`config.mk`:
```
export PLATFORM = sky130hd
export DESIGN_NAME = ingress_arbiter
export DESIGN_NICKNAME = d
export VERILOG_FILES = /design/src/rtl/ingress_arbiter.sv
export SDC_FILE = /design/constraint.sdc
export NUM_CORES = 1
export LEC_CHECK = 0
export BUFFER_PORTS_ARGS = -buffer_cell sky130_fd_sc_hd__buf_2
export CORE_MARGIN = 2
export CORE_UTILIZATION = 44
export CTS_CLUSTER_DIAMETER = 150
export DETAILED_ROUTE_END_ITERATION = 16
export GPL_TIMING_DRIVEN = 0
export PLACE_DENSITY = 0.77
export SLEW_MARGIN = 0
export SYNTH_ARGS = -nofsm -noshare
export SYNTH_HDL_FRONTEND = slang
export SYNTH_SLANG_ARGS = --single-unit
```
`constraint.sdc`:
```
create_clock -name clk -period 7.5 [get_ports clk]
set_clock_uncertainty 0.05 [all_clocks]
set_input_delay 1.125 -clock clk [delete_from_list [all_inputs] [get_ports clk]]
set_output_delay 1.125 -clock clk [all_outputs]
set_load 0.03 [all_outputs]
```
`src/rtl/ingress_arbiter.sv`:
```
// ingress_arbiter: round-robin burst reader for the three input RAMs.
// Tracks per-port occupancy, drives each RAM read port and forwards words
// downstream over valid/ready, tagged with the source port.
module ingress_arbiter #(
  parameter int unsigned ADDR_W = 12,
  parameter int unsigned DATA_W = 32,
  parameter int unsigned BURST  = 4
) (
  input  logic              clk,
  input  logic              reset,
  input  logic              enable,
  input  logic [2:0]        push,
  output logic [2:0]        ram_rden,
  output logic [ADDR_W-1:0] ram_rd_add1,
  output logic [ADDR_W-1:0] ram_rd_add2,
  output logic [ADDR_W-1:0] ram_rd_add3,
  input  logic [DATA_W-1:0] ram_q1,
  input  logic [DATA_W-1:0] ram_q2,
  input  logic [DATA_W-1:0] ram_q3,
  output logic [DATA_W-1:0] out_data,
  output logic [1:0]        out_port,
  output logic              out_valid,
  input  logic              out_ready,
  output logic [ADDR_W:0]   occupancy1,
  output logic [ADDR_W:0]   occupancy2,
  output logic [ADDR_W:0]   occupancy3,
  output logic [2:0]        overflow
);

  localparam int unsigned CNT_W  = ADDR_W + 1;
  localparam int unsigned BCNT_W = 4;
  localparam logic [CNT_W-1:0] FULL = {1'b1, {ADDR_W{1'b0}}};

  typedef enum logic [1:0] {IDLE, ISSUE, CAPTURE, HOLD} state_e;

  state_e              state_q;
  logic [1:0]          grant_q;
  logic [1:0]          last_q;
  logic [BCNT_W-1:0]   burst_q;
  logic [2:0]          ram_rden_q;
  logic [DATA_W-1:0]   out_data_q;
  logic [1:0]          out_port_q;
  logic                out_valid_q;
  logic [ADDR_W-1:0]   rd_ptr_q [3];
  logic [CNT_W-1:0]    cnt_q [3];
  logic [CNT_W-1:0]    cnt_d [3];
  logic [2:0]          ovf_q;
  logic [2:0]          ovf_d;
  logic [2:0]          pop;
  logic [2:0]          nz;
  logic [1:0]          cand1;
  logic [1:0]          cand2;
  logic [1:0]          pick;
  logic [BCNT_W-1:0]   burst_inc;
  logic                burst_more;

  function automatic logic [1:0] inc3(input logic [1:0] x);
    return (x == 2'd2) ? 2'd0 : x + 2'd1;
  endfunction

  // Pop strobe, non-empty flags and next count/overflow per port
  always_comb begin
    for (int n = 0; n < 3; n++) begin
      pop[n]   = (state_q == ISSUE) && (grant_q == 2'(n));
      nz[n]    = (cnt_q[n] != '0);
      cnt_d[n] = cnt_q[n];
      ovf_d[n] = ovf_q[n];
      if (push[n] && !pop[n]) begin
        if (cnt_q[n] == FULL) ovf_d[n] = 1'b1;
        else                  cnt_d[n] = cnt_q[n] + CNT_W'(1);
      end else if (!push[n] && pop[n]) begin
        cnt_d[n] = cnt_q[n] - CNT_W'(1);
      end
    end
  end

  // Round-robin candidate pick and burst continuation decision
  always_comb begin
    cand1 = inc3(last_q);
    cand2 = inc3(cand1);
    if (nz[cand1])      pick = cand1;
    else if (nz[cand2]) pick = cand2;
    else                pick = last_q;
    burst_inc  = burst_q + BCNT_W'(1);
    burst_more = (burst_inc < BCNT_W'(BURST)) && enable && nz[grant_q];
  end

  // Per-port read pointers, occupancy counts and sticky overflow
  always_ff @(posedge clk) begin
    if (reset) begin
      for (int n = 0; n < 3; n++) begin
        rd_ptr_q[n] <= '0;
        cnt_q[n]    <= '0;
      end
      ovf_q <= '0;
    end else begin
      for (int n = 0; n < 3; n++) begin
        cnt_q[n] <= cnt_d[n];
        if (pop[n]) rd_ptr_q[n] <= rd_ptr_q[n] + ADDR_W'(1);
      end
      ovf_q <= ovf_d;
    end
  end

  // Grant FSM with registered read enables and output word
  always_ff @(posedge clk) begin
    if (reset) begin
      state_q     <= IDLE;
      grant_q     <= 2'd0;
      last_q      <= 2'd2;
      burst_q     <= '0;
      ram_rden_q  <= '0;
      out_data_q  <= '0;
      out_port_q  <= 2'd0;
      out_valid_q <= 1'b0;
    end else begin
      ram_rden_q <= '0;
      case (state_q)
        IDLE: begin
          if (enable && (nz != 3'b000)) begin
            grant_q    <= pick;
            burst_q    <= '0;
            ram_rden_q <= 3'(1) << pick;
            state_q    <= ISSUE;
          end
        end
        ISSUE: state_q <= CAPTURE;
        CAPTURE: begin
          case (grant_q)
            2'd1:    out_data_q <= ram_q2;
            2'd2:    out_data_q <= ram_q3;
            default: out_data_q <= ram_q1;
          endcase
          out_port_q  <= grant_q;
          out_valid_q <= 1'b1;
          state_q     <= HOLD;
        end
        HOLD: begin
          if (out_ready) begin
            out_valid_q <= 1'b0;
            burst_q     <= burst_inc;
            if (burst_more) begin
              ram_rden_q <= 3'(1) << grant_q;
              state_q    <= ISSUE;
            end else begin
              last_q  <= grant_q;
              state_q <= IDLE;
            end
          end
        end
        default: state_q <= IDLE;
      endcase
    end
  end

  assign ram_rden    = ram_rden_q;
  assign ram_rd_add1 = rd_ptr_q[0];
  assign ram_rd_add2 = rd_ptr_q[1];
  assign ram_rd_add3 = rd_ptr_q[2];
  assign out_data    = out_data_q;
  assign out_port    = out_port_q;
  assign out_valid   = out_valid_q;
  assign occupancy1  = cnt_q[0];
  assign occupancy2  = cnt_q[1];
  assign occupancy3  = cnt_q[2];
  assign overflow    = ovf_q;

endmodule

```
==> reports/summary.log, run 1 <==
qor: sta.final_min_period_over_clock_period 56.5%
qor: floorplanning.design.portCount 219
qor: yosys.synth_seq_cells 126
qor: yosys.ys.warnings.count 0
qor: power_and_ir_drop.p_leak 4.29 nW
qor: global_route.gr-total-overflow 0
qor: global_route.global_route_usage_sum 22.0%
qor: route.routed-via-count 7265
qor: route.remaining_drc_errors 0
qor: sta.final_hold_viol_count 0
qor: sta.fin_tns_setup 0 ps
qor: floorplanning.die_y 135 um
qor: route.viasPerCell 5.41
qor: setup_path.crit_path_end_kind flip-flop
qor: yosys.synthesized_net_count 1018
qor: run.cap_viol_max_count 0
qor: yosys.synth_async_reset_ratio 0%
qor: placement.numPortBuffers 217
qor: route.avgRoutedWirePerCell 15.5 um
qor: yosys.post_synth_instance_area 7600 um^2
qor: final_layout.flow.area_growth_from_synthesis 25.9%
qor: placement.routability_congestion_estimate 0.897
qor: final_layout.drive_gt1_share 24.5%
qor: setup_path.critical_path.max_fanout 13
qor: clock_tree.cts_max_level 4
qor: placement.dpl_worst_slack 3300 ps
qor: route.drt-pass1-iter-count 5
qor: power_and_ir_drop.vdd_drop_max 319 uV
qor: clock_tree.post_cts_resize_count 0
qor: setup_path.crit_path_start_kind flip-flop
qor: min_path.worstHoldPathType flip-flop to flip-flop
qor: sta.holdWs 424 ps
qor: floorplanning.die-width 135 um
qor: global_route.antenna_found_initial 2
qor: clock_tree.clock-root-buffer clkbuf_16
qor: setup_path.critPathRequiredTime 7780 ps
qor: final_layout.layout.cells.most_common buf_2
qor: floorplanning.fp.coreArea 17100 um^2
qor: placement.hpwl 15700 um
qor: final_layout.mostFrequentLayoutCells 218 x buf_2, 168 x nor2_1, 90 x dfxtp_1
qor: sta.grt_setup_unrepaired false
qor: clock_tree.numCtsBuffers 17
qor: clock_tree.path_clk_slew 60 ps
qor: floorplanning.row_count 48
qor: power_and_ir_drop.power_density 385 nW/um^2
qor: clock_tree.clk-insertion-delay-late 420 ps
qor: final_layout.finish.net_count 1254
qor: clock_tree.ctsHoldBuffers 0
qor: floorplanning.initial_core_utilization 44.4%
qor: clock_tree.cts.repair_timing.setup_buffer_count 0
qor: yosys.synth.avg_cell_area 8.77 um^2
qor: sta.rel_slew_slack 21.9%
qor: clock_tree.cts_tree built
qor: global_route.via_count_of_the_first_global_routing_pass 6507
qor: route.ant_nets 0
qor: clock_tree.clock_path_buffers 2
qor: sta.final_period_minus_worst_setup_slack 4230 ps
qor: status.outcome complete, no violations
qor: global_route.grt_max_degree 17
qor: sta.slew_violations 0
qor: sta.final-setup-viol-count 0
qor: route.drt_iter0_drc 377
qor: yosys.synth_cell_type_count 69
qor: sta.setup_ws 3270 ps
qor: route.finalWirelength 20700 um
qor: yosys.synth_enable_flop_cells 36
qor: clock_tree.clock-sinks 126
qor: sta.fmax 236 MHz
qor: setup_path.criticalPathCategory flip-flop to flip-flop
qor: sta.worst_slew_pin_slew 1150 ps
qor: floorplanning.floorplan.die_area 18300 um^2
qor: yosys.postSynthCellCount 867
qor: setup_path.cp_data_arrival_time 4510 ps
qor: yosys.synth-seq-area-share 37.9%
qor: global_route.first_pass_grt_wire_length 31800 um
qor: yosys.postSynth.topFlopCell dfxtp_1
[worst max-delay path, cell delays in order, from the launching register on]
cell	delay, ps
dfxtp_1	390
inv_1	140
ha_1	150
clkbuf_1	470
nand2_1	220
nand2_1	420
ha_1	370
nor2b_1	180
o31a_1	270
o41ai_1	590
o21a_1	280
mux2_2	350
a221oi_1	270
[flip-flops by register name (all words and copies together) (netlist names)]
register,flops
cnt_q,39
rd_ptr_q,36
out_data,32
burst_q,4
overflow,3
ram_rden,3
grant_q,2
last_q,2
out_port,2
state_q,2
out_valid,1
[power breakdown]
group,switching (mW),internal (mW),total (mW)
sequential,0.157,0.872,1.03
clock,0.340,0.500,0.840
combinational,1.13,0.679,1.81
total,1.63,2.05,3.68
[metal layers]
layer	track usage (%)	part of all wire, %	wire [um]
met1	28.7	45	9290
met2	35.8	47	9720
met3	4.75	5.9	1230
met4	8.16	2.3	481
met5	0	0.063	13
[through the flow]
stage / total power, mW / cells / cell area [um^2] / utilization (%)
5_1_grt: 3.93 / 1341 / 9570 / 55.9
6_report: 3.68 / 1342 / 9570 / 55.9
3_5_place_dp: 2.84 / 1309 / 8970 / 52.4
4_1_cts: 3.70 / 1341 / 9570 / 55.9
3_3_place_gp: 2.81 / 1309 / 8970 / 52.4
2_1_floorplan: 2.38 / 867 / 7600 / -
[synthesized netlist by cell type, types with 3 or more instances]
library cell,number,share of area [%]
a211oi_1,10,0.99
a21o_1,14,1.4
a21oi_1,71,4.7
a22o_1,3,0.35
a22oi_1,34,3.4
a311oi_1,3,0.35
a31oi_1,8,0.66
and3_1,18,1.5
buf_1,8,0.39
clkbuf_1,25,1.2
dfxtp_1,90,24
edfxtp_1,36,14
fa_1,3,0.79
ha_1,45,7.4
inv_1,32,1.6
inv_2,3,0.15
mux2_2,3,0.44
mux2i_1,52,6.8
nand2_1,35,1.7
nand2b_1,6,0.49
nand3_1,28,1.8
nand4_1,5,0.41
nor2_1,168,8.3
nor2b_1,7,0.58
nor3_1,18,1.2
nor4_1,3,0.25
nor4_2,4,0.66
o211ai_1,4,0.39
o21a_1,10,0.99
o21ai_0,14,0.92
o21bai_1,6,0.59
o22ai_1,4,0.33
o31ai_1,3,0.30
or3b_1,3,0.35
or4_4,3,0.44
xnor2_1,23,2.6
xor2_1,25,2.9
[area by class of cell]
type | count | area [um^2]
Buffer | 37 | 161
Sequential cell | 126 | 2880
Clock inverter | 15 | 173
Inverter | 35 | 131
Clock buffer | 17 | 425
Multi-Input combinational cell | 669 | 4430
Timing Repair Buffer | 217 | 1090
Tap cell | 225 | 282
Fill cell | 1577 | 7540
Antenna cell | 1 | 2.50
[worst paths after layout]
check | cells after the start | end | slack [ps] | startpoint
max | 12 | cnt_q[0][25] | 3270 | grant_q[1]
min | 2 | overflow[2] | 420 | overflow[2]
max reg2reg | 12 | cnt_q[0][25] | 3270 | grant_q[1]
min reg2reg | 2 | overflow[2] | 420 | overflow[2]
[kinds of logic after synthesis]
| group | synth area share (%) |
|---|---|
| multiplexers | 7.29 |
| adder cells (fa/ha/maj) | 8.19 |
| AO/OA/AOI/OAI | 18.4 |
| flip-flops | 37.9 |
| AND/OR/NAND/NOR | 18.8 |
| XOR/XNOR | 5.53 |
| buffers and inverters | 3.85 |
(Power assumes the default switching activity.)
==> inputs of run 2 (changes only) <==
==> constraint.sdc (replaced) <==
create_clock -name clk -period 3.9 [get_ports clk]
set_clock_uncertainty 0.05 [all_clocks]
set_input_delay 0.585 -clock clk [delete_from_list [all_inputs] [get_ports clk]]
set_output_delay 0.585 -clock clk [all_outputs]
set_load 0.03 [all_outputs]
==> reports/summary.log, run 2 (synthesized netlist as in run 1, its figures left out) <==
qor: floorplanning.fp.coreArea 17100 um^2 [unchanged]
qor: setup_path.cell_by_cell_trace_of_the_critical_path inv_1, ha_2, nand2_1, nand2_2, ha_1, nor2b_1, o31a_1, o41ai_2, o21a_1, mux2_2, a221oi_1 [was inv_1, ha_1, clkbuf_1, nand2_1, nand2_1, ha_1, nor2b_1, o31a_1, o41ai_1, o21a_1, mux2_2, a221oi_1]
qor: setup_path.critPathRequiredTime 4180 ps [was 7780 ps]
qor: route.drt-pass1-iter-count 5 [unchanged]
qor: route.ant_nets 0 [unchanged]
qor: run.cap_viol_max_count 0 [unchanged]
qor: sta.slew_violations 0 [unchanged]
qor: final_layout.flow.area_growth_from_synthesis 26.1% [was 25.9%]
qor: sta.worst_slew_pin_slew 1230 ps [was 1150 ps]
qor: sta.setup_ws 325 ps [was 3270 ps]
qor: placement.numPortBuffers 217 [unchanged]
qor: sta.final_min_period_over_clock_period 91.7% [was 56.5%]
qor: min_path.worstHoldPathCells 2 [unchanged]
qor: setup_path.critical_path.max_fanout 13 [unchanged]
qor: final_layout.finish.net_count 1252 [was 1254]
qor: final_layout.n_fill_cell 1577 [unchanged]
qor: route.finalWirelength 20800 um [was 20700 um]
qor: setup_path.crit_path_end_kind flip-flop [unchanged]
qor: clock_tree.clock-root-buffer clkbuf_16 [unchanged]
qor: sta.fin_tns_setup 0 ps [unchanged]
qor: sta.fmax 280 MHz [was 236 MHz]
qor: sta.final_period_minus_worst_setup_slack 3570 ps [was 4230 ps]
qor: floorplanning.floorplan.die_area 18300 um^2 [unchanged]
qor: final_layout.max_reg_flops 39 [unchanged]
qor: clock_tree.cts_max_level 4 [unchanged]
qor: placement.routability_congestion_estimate 0.897 [unchanged]
qor: route.drt_iter0_drc 363 [was 377]
qor: clock_tree.numCtsBuffers 17 [unchanged]
qor: power_and_ir_drop.power_density 739 nW/um^2 [was 385 nW/um^2]
qor: setup_path.crit_path_start_kind flip-flop [unchanged]
qor: status.outcome complete, no violations [unchanged]
qor: final_layout.max_flop_register cnt_q [unchanged]
qor: setup_path.cpPeakStageDelay 490 ps [was 590 ps]
qor: sta.final_hold_viol_count 0 [unchanged]
qor: floorplanning.row_count 48 [unchanged]
qor: min_path.worstHoldPathType flip-flop to flip-flop [unchanged]
qor: placement.hpwl 15700 um [unchanged]
qor: clock_tree.cts.repair_timing.setup_buffer_count 0 [unchanged]
qor: route.remaining_drc_errors 0 [unchanged]
qor: clock_tree.cts_tree built [unchanged]
qor: global_route.first_pass_grt_wire_length 31900 um [was 31800 um]
qor: placement.dpl_worst_slack -297 ps [was 3300 ps]
qor: setup_path.critical-path-slowest-cell dfxtp_1 [was o41ai_1]
qor: global_route.grt_max_degree 17 [unchanged]
qor: power_and_ir_drop.power 7.09 mW [was 3.68 mW]
qor: sta.final-setup-viol-count 0 [unchanged]
qor: clock_tree.path_clk_slew 60 ps [about the same]
qor: floorplanning.design.portCount 219 [unchanged]
qor: floorplanning.die_y 135 um [unchanged]
qor: route.routed-via-count 7234 [was 7265]
qor: setup_path.rr_worst_depth 11 [was 12]
qor: final_layout.layout.cells.most_common buf_2 [unchanged]
qor: global_route.global_route_usage_sum 22.0% [about the same]
qor: floorplanning.initial_core_utilization 44.4% [unchanged]
qor: power_and_ir_drop.vdd_drop_max 611 uV [was 319 uV]
qor: floorplanning.die-width 135 um [unchanged]
qor: route.avgRoutedWirePerCell 15.5 um [about the same]
qor: route.viasPerCell 5.40 [was 5.41]
qor: setup_path.cp_data_arrival_time 3850 ps [was 4510 ps]
qor: global_route.antenna_found_initial 2 [unchanged]
qor: setup_path.criticalPathCategory flip-flop to flip-flop [unchanged]
qor: sta.grt_setup_unrepaired false [unchanged]
qor: global_route.gr-total-overflow 0 [unchanged]
qor: clock_tree.clk-insertion-delay-late 420 ps [about the same]
qor: power_and_ir_drop.p_leak 4.30 nW [was 4.29 nW]
qor: clock_tree.clock_path_buffers 2 [unchanged]
qor: final_layout.mostFrequentLayoutCells 218 x buf_2, 168 x nor2_1, 90 x dfxtp_1 [unchanged]
qor: final_layout.drive_gt1_share 25.0% [was 24.5%]
qor: sta.rel_slew_slack 16.8% [was 21.9%]
qor: clock_tree.clock-sinks 126 [unchanged]
qor: global_route.via_count_of_the_first_global_routing_pass 6501 [was 6507]
[run 2: cell types whose count changed in the layout (fill, tap and decap cells not counted), moves of 2 or more]
cell,delta
clkbuf_1,-2
ha_1,-2
ha_2,+2
nand2_1,-2
nand2_2,+2
[run 2: path summary, 6_finish.rpt]
| path | end | from | slack, ps |
|---|---|---|---|
| max | cnt_q[0][25] | grant_q[1] | 330 |
| min | overflow[2] | overflow[2] | 420 |
| max reg2reg | cnt_q[0][25] | grant_q[1] | 330 |
| min reg2reg | overflow[2] | overflow[2] | 420 |
[run 2: worst max-delay path, delay by kind of cell (launching register included)]
kind            cells  cell delay, ps
fa+ha+maj           2             680
compound gates      4            1210
flops               1             490
simple gates        3             580
mux                 1             350
buf+inv             1             140
[run 2: timing repair]
item	CTS	global route
gates resized for setup	2	4
gates cloned	0	0
hold buffers	0	0
setup endpoints to repair	3	2
[run 2: routing by layer]
layer	track usage [%]	vias up	wire [um]
li1	-	3610	-
met1	28.8	3390	9350
met2	35.7	203	9780
met3	4.64	29	1160
met4	8.33	2	446
met5	0	-	13
[run 2: power breakdown]
group	leakage (nW)	switching, mW	internal, mW
Clock	0.289	0.654	0.961
Combinational	2.90	2.18	1.31
Sequential	1.11	0.303	1.68
Total	4.30	3.14	3.95
[run 2: cell type report]
type | instances | area, um^2 | area share [%]
Antenna cell | 1 | 2.50 | 0.0261
Buffer | 35 | 154 | 1.61
Clock buffer | 17 | 425 | 4.44
Clock inverter | 15 | 173 | 1.80
Inverter | 35 | 131 | 1.37
Multi-Input combinational cell | 669 | 4450 | 46.4
Sequential cell | 126 | 2880 | 30.1
Tap cell | 225 | 282 | 2.94
Timing Repair Buffer | 217 | 1090 | 11.3
[run 2: metrics by stage]
| step | util (%) | std cells | cell area (um^2) | hold WS (ps) |
|---|---|---|---|---|
| after floorplan | - | 867 | 7600 | 425 |
| after global placement | 52.4 | 1309 | 8970 | 397 |
| after detailed placement | 52.4 | 1309 | 8970 | 406 |
| after CTS | 55.9 | 1339 | 9570 | 426 |
| after global routing | 56.0 | 1339 | 9590 | 470 |
| final | 56.0 | 1340 | 9590 | 423 |
